File: config.mk
export PLATFORM = sky130hd
export DESIGN_NAME = fp_operand_loader
export DESIGN_NICKNAME = d
export VERILOG_FILES = /design/src/rtl/fp_operand_loader.sv
export SDC_FILE = /design/constraint.sdc
export NUM_CORES = 1
export LEC_CHECK = 0
export BUFFER_PORTS_ARGS = -buffer_cell sky130_fd_sc_hd__buf_2
export CAP_MARGIN = 10
export CORE_MARGIN = 8
export CORE_UTILIZATION = 30
export CTS_CLUSTER_SIZE = 20
export DETAILED_ROUTE_END_ITERATION = 10
export SYNTH_ARGS = -nofsm -noshare
export SYNTH_HDL_FRONTEND = slang
export SYNTH_SLANG_ARGS = --single-unit
File: constraint.sdc
create_clock -name clk -period 10.5 [get_ports clk]
set_input_delay 1.05 -clock clk [delete_from_list [all_inputs] [get_ports clk]]
set_output_delay 1.05 -clock clk [all_outputs]
set_load 0.01 [all_outputs]
File: src/rtl/fp_operand_loader.sv
// Byte-serial loader for two IEEE-754 single-precision operands: debounced switch/button
// entry, A then B, MSB first, presented as a registered pair with a valid/ack handshake.
module fp_operand_loader #(
   parameter int unsigned DEBOUNCE_CYCLES = 500000
) (
   input  logic        clk,
   input  logic        reset,
   input  logic [7:0]  sw,
   input  logic        btn_load,
   input  logic        btn_clear,
   input  logic        operands_ack,
   output logic [31:0] dataA,
   output logic [31:0] dataB,
   output logic        operands_valid,
   output logic [2:0]  byte_idx
);

   localparam int unsigned CntW = (DEBOUNCE_CYCLES > 1) ? $clog2(DEBOUNCE_CYCLES) : 1;
   localparam logic [CntW-1:0] CntMax = CntW'(DEBOUNCE_CYCLES - 1);

   typedef enum logic [1:0] {StLoadA, StLoadB, StValid} state_e;

   // Index 0 = load button, index 1 = clear button.
   logic [1:0]      raw;
   logic [1:0]      sync1_q, sync2_q;
   logic [1:0]      stable_q, stable_d;
   logic [1:0]      prev_q, pulse_q;
   logic [CntW-1:0] cnt_q [2];
   logic [CntW-1:0] cnt_d [2];
   logic            load_p, clear_p;

   assign raw     = {btn_clear, btn_load};
   assign load_p  = pulse_q[0];
   assign clear_p = pulse_q[1];

   always_comb begin
      stable_d = stable_q;
      for (int i = 0; i < 2; i++) begin
         cnt_d[i] = cnt_q[i];
         if (sync2_q[i] == stable_q[i]) begin
            cnt_d[i] = '0;
         end else if (cnt_q[i] == CntMax) begin
            stable_d[i] = sync2_q[i];
            cnt_d[i]    = '0;
         end else begin
            cnt_d[i] = cnt_q[i] + CntW'(1);
         end
      end
   end

   always_ff @(posedge clk or posedge reset) begin
      if (reset) begin
         sync1_q  <= '0;
         sync2_q  <= '0;
         stable_q <= '0;
         prev_q   <= '0;
         pulse_q  <= '0;
         for (int i = 0; i < 2; i++) cnt_q[i] <= '0;
      end else begin
         sync1_q  <= raw;
         sync2_q  <= sync1_q;
         stable_q <= stable_d;
         prev_q   <= stable_q;
         // Rising edge of the accepted level only; releases make no pulse.
         pulse_q  <= stable_q & ~prev_q;
         for (int i = 0; i < 2; i++) cnt_q[i] <= cnt_d[i];
      end
   end

   state_e      state_q, state_d;
   logic [2:0]  idx_q, idx_d;
   logic [31:0] sha_q, sha_d, shb_q, shb_d;
   logic [31:0] data_a_q, data_a_d, data_b_q, data_b_d;

   always_comb begin
      state_d  = state_q;
      idx_d    = idx_q;
      sha_d    = sha_q;
      shb_d    = shb_q;
      data_a_d = data_a_q;
      data_b_d = data_b_q;
      if (clear_p) begin
         state_d = StLoadA;
         idx_d   = 3'd0;
         sha_d   = '0;
         shb_d   = '0;
      end else begin
         unique case (state_q)
            StLoadA: begin
               if (load_p) begin
                  sha_d = {sha_q[23:0], sw};
                  idx_d = idx_q + 3'd1;
                  if (idx_q == 3'd3) state_d = StLoadB;
               end
            end
            StLoadB: begin
               if (load_p) begin
                  shb_d = {shb_q[23:0], sw};
                  idx_d = idx_q + 3'd1;
                  if (idx_q == 3'd7) begin
                     data_a_d = sha_q;
                     data_b_d = {shb_q[23:0], sw};
                     state_d  = StValid;
                  end
               end
            end
            StValid: begin
               if (operands_ack) state_d = StLoadA;
            end
            default: state_d = StLoadA;
         endcase
      end
   end

   always_ff @(posedge clk or posedge reset) begin
      if (reset) begin
         state_q  <= StLoadA;
         idx_q    <= 3'd0;
         sha_q    <= '0;
         shb_q    <= '0;
         data_a_q <= '0;
         data_b_q <= '0;
      end else begin
         state_q  <= state_d;
         idx_q    <= idx_d;
         sha_q    <= sha_d;
         shb_q    <= shb_d;
         data_a_q <= data_a_d;
         data_b_q <= data_b_d;
      end
   end

   assign dataA          = data_a_q;
   assign dataB          = data_b_q;
   assign operands_valid = (state_q == StValid);
   assign byte_idx       = idx_q;

endmodule

Yosys cells after proc, flatten, opt, wreduce, memory -nomap -nowiden
Index checks and enable logic that the tools add are counted.
Operators by class
  add/sub/neg operators: 3
  eq/ne operators: 13
  muxes and demuxes: 20
  bitwise logic cells: 5
  reductions and logical operators: 13
Operators by type and width (count)
  $mux 32: 3
  $mux 19: 4
  $mux 24: 3
  $add 19x1->19 const B: 2
  $eq 19x19->1 const B: 2
  $mux 2: 6
  $ne 3x3->1 const B: 4
  $reduce_and 2->1: 5
  $mux 3: 3
  $reduce_bool 2->1: 4
  $pmux 2 s3: 1
  $reduce_and 5->1: 1
  $reduce_and 4->1: 1
  $add 3x1->3 const B: 1
  $eq 3x2->1 const B: 1
  $eq 3x3->1 const B: 1
  $ne 3x2->1 const B: 1
  $not 1->1: 3
  $and 2x2->2: 1
  $eq 1x1->1: 2
  $eq 2x1->1 const B: 1
  $eq 2x2->1 const B: 1
  $logic_not 2->1: 1
  $not 2->2: 1
  $reduce_or 2->1: 1
Storage, ports and cells
  register bits after elaboration: 173
  output and inout port bits: 68
  word-level logic and storage cells: 68

Depth between registers and ports, before layout
  depth in word-level cells: 5
  mapped depth: 7

Least setup slack after synthesis
No wires, ideal clock.
  kind: reg2reg
  from: register cnt_q[31] (netlist bit)
  to: register cnt_q[25] (netlist bit)
  data arrival time: 1.799 ns
  required time: 10.379 ns
  setup slack: 8.579 ns
  cell stages (with the launch flop): 5
  path buffers: 1
  period minus slack after synthesis: 1.921 ns
  cell sequence: dfrtp_1 > or4_1 > o41ai_4 > buf_2 > nor2_1
RTL lines
  start: declaration: RTL line 28  | logic [CntW-1:0] cnt_q [2];

Final worst setup path
  from: register state_q[1]
  to: register data_a_q[4], in the netlist dataA[4]
Between the ends
  cells in the longest elaborated chain, start to end: 2
Ends and longest elaborated chain
  start: declaration: RTL line 70  | state_e state_q, state_d;
  start signal: assignment: RTL line 117  | state_q <= StLoadA;
  start signal: assignment: RTL line 124  | state_q <= state_d;
  $eq 2x1->1: RTL line 88  | unique case (state_q)
  $reduce_and 4->1 (no line)
  end signal: assignment: RTL line 128  | data_a_q <= data_a_d;
  end: declaration: RTL line 73  | logic [31:0] data_a_q, data_a_d, data_b_q, data_b_d;
Every way passes these cells.
A chain may end at the register's enable or synchronous reset.

==> flow_metrics.tcl <==
set metrics [dict create \
    hpwlAfterDp_um 10090 \
    setup_ws_ns 7.645 \
    cp.required_ns 10.79 \
    cp_max_fo 33 \
    gr-total-overflow 0 \
    gp_congestion 0.7502 \
    yosysTopAreaCell "dfrtp_1" \
    start_util_pct 30.28 \
    post_cts_buffers 0 \
    vias 4635 \
    skew_ns 0.008577 \
    port_buffers 80 \
    dr.pass1.iters 5 \
    synth.most_common_cell "dfrtp_1" \
    antenna_found_initial 1 \
    grt_util_met1_pct 15.16 \
    die_w_um 169.2 \
    peakVddDrop_mv 0.08808 \
    power_density_nw_per_um2 155.2 \
    cp-end-kind "flip-flop" \
    instances_no_fill 1027 \
    hold_viol_final 0 \
    antenna_cells 0 \
    synth_common_cells "173 x dfrtp_1, 126 x nand2_1, 66 x a21oi_1, 56 x mux2_1, 34 x nor2_1" \
    wire_per_inst_um 14.89 \
    p_leak_nw 4.028 \
    clkLatencyLatePin_ns 0.42 \
    slew_headroom_pct 31.43 \
    ios 81 \
    synth_edf_count 0 \
    root_buffer "clkbuf_16" \
    criticalPathCategory "reg2reg" \
    cap_violations 0 \
    synth_area_per_cell_um2 11.36 \
    clockBufferDepth 2 \
    cts_sinks 173 \
    fin_tns_setup_ns 0 \
    synth_top_cell_area_share_pct 61.46 \
    fin_nets 714 \
    track_usage_pct 11.02 \
    wl_um 15290 \
    h-tree-depth 4 \
    place_ws_ns 7.622 \
    setup_viol 0 \
    grt_max_degree 64 \
    synthTopCellsByArea "dfrtp_1 61%, mux2_1 9.0%, nand2_1 6.7%, a21oi_1 4.7%, xnor2_1 2.5%" \
    drt-initial-drc-count 312 \
    clk_pin_slew_worst_paths_ns 0.06 \
    cts.repair.resized 0 \
    grt_pass1_wl_um 25340 \
    status "finished, final reports clean" \
    cp_cell_sequence "nor2b_1 > nand2_1 > nor3b_2 > buf_4 > mux2_1" \
    row_count 56 \
    core_area_um2 23260 \
    ff2ff_setup_slack_ns 7.65 \
    die_h_um 169.2 \
    use_met3_pct 2.977 \
    grt_pass1_vias 4629 \
    drive_above_1_share_pct 18.79 \
    cts_tree "yes" \
    max_stage_delay_ns 0.68 \
    cp_num_buf_inv 1 \
    synth_cell_type_count 35 \
    synth_warnings 0 \
    area.growth.synth_to_final_pct 18.35 \
    cts-buffers-inserted 17 \
    arrival_ns 3.15 \
    synth_ff_type "dfrtp_1" \
    critPathLaunchType "flip-flop" \
    netlist_area_um2 7044 \
    worst_slew_pin_slew_ns 1.025 \
    clock.fmax_mhz 350.3 \
    top_usage_layer "met2" \
    drv_slew 0 \
    async_flop_share_pct 100.0 \
    min_period_ns 2.855 \
    viasPerCell 4.513 \
    timing.final.crit_share_pct 27.19 \
    ant_nets 0 \
    fillers 2361 \
    grtUsageMet2_pct 16.75 \
    synth.net_count 638 \
    postCtsHoldBufs 0 \
    synth_cells 620 \
    yosysSeqAreaShare_pct 61.46 \
    critPathTopFamily "simple AND/OR/NAND/NOR gates" \
    min_path_type "reg2reg" \
    yosys_register_bits 173 \
    dieArea_um2 28640 \
    critPathSlowestCell "nand2_1" \
    dp_cells 996 \
    drc 0 \
    rsz0062_at_grt "no" \
]
[stage by stage]
stage / utilization (%) / hold slack, ns / power (mW) / area (um^2)
finish: 35.84 / 0.3538 / 1.294 / 8337
global route: 35.84 / 0.3782 / 1.346 / 8337
CTS: 35.84 / 0.3573 / 1.312 / 8337
detailed placement: 33.45 / 0.3427 / 0.7108 / 7781
global placement: 33.45 / 0.3364 / 0.7105 / 7781
floorplan: - / 0.3312 / 0.6995 / 7044
[placed cells by master (no fill, tap or decap), types with 4 or more instances in the layout]
cell / count
and2_1: 4
a21oi_1: 66
nand3_1: 11
dfrtp_1: 172
ha_1: 5
nor3_1: 6
nor4_1: 8
inv_6: 5
mux2_1: 56
nor2_1: 34
buf_2: 80
or4_1: 9
clkbuf_16: 17
nand2_1: 126
inv_1: 11
or3_1: 6
buf_4: 7
xor2_1: 7
nor2b_1: 4
o31ai_1: 7
mux2_2: 10
nand4_1: 7
xnor2_1: 20
[worst register-to-register path: stages (launching register included)]
cell and delay (ns):
dfrtp_1 0.39, nor2b_1 0.43, nand2_1 0.68, nor3b_2 0.39
buf_4 0.43, mux2_1 0.41
[metal layers]
layer  share of wire (%)  wire, um
met3                 3.8       588
met1                  49      7541
met5               0.072        11
met4                 1.2       182
met2                  46      6968
[where the power goes]
group / internal [mW] / switching, mW
Clock: 0.335 / 0.262
Sequential: 0.669 / 0.00235
Combinational: 0.00493 / 0.0204
[cell type report]
type / count / area, um^2 / share of cell area (%)
Tap cell: 319 / 399.1 / 4.788
Clock inverter: 11 / 108.9 / 1.306
Timing Repair Buffer: 87 / 452.9 / 5.433
Multi-Input combinational cell: 405 / 2549 / 30.57
Inverter: 12 / 50.05 / 0.6003
Clock buffer: 20 / 446.7 / 5.358
Sequential cell: 173 / 4330 / 51.94
[path summary, 6_finish.rpt]
kind	start	endpoint	depth (start not counted)
setup / recovery	state_q[1]	dataA[4]	5
hold / removal	sync1_q[1]	sync2_q[1]	0
setup reg to reg	state_q[1]	dataA[4]	5
hold reg to reg	sync1_q[1]	sync2_q[1]	0
max in group asynchronous	reset	dataB[10]	3
min in group asynchronous	reset	sync1_q[1]	2
[sequential cells by signal, summed over array words and instances (netlist names)]
| register | flops |
|---|---|
| byte_idx | 3 |
| cnt_q | 38 |
| dataA | 32 |
| dataB | 32 |
| prev_q | 2 |
| pulse_q | 2 |
| sha_q | 32 |
| shb_q | 24 |
| stable_q | 2 |
| state_q | 2 |
| sync1_q | 2 |
| sync2_q | 2 |
[cell families (layout without fill, tap and decap cells)]
| kind of cell | Yosys count | after routing | synth area share, % |
|---|---|---|---|
| flip-flops | 173 | 173 | 61.46 |
| adder cells (fa/ha/maj) | 5 | 5 | 0.8881 |
| AO/OA/AOI/OAI | 81 | 81 | 6.678 |
| AND/OR/NAND/NOR | 225 | 225 | 14.49 |
| XOR/XNOR | 27 | 27 | 3.357 |
| multiplexers | 67 | 67 | 10.69 |
| buffers and inverters | 42 | 130 | 2.433 |
Power figures use the tool's default switching activity.
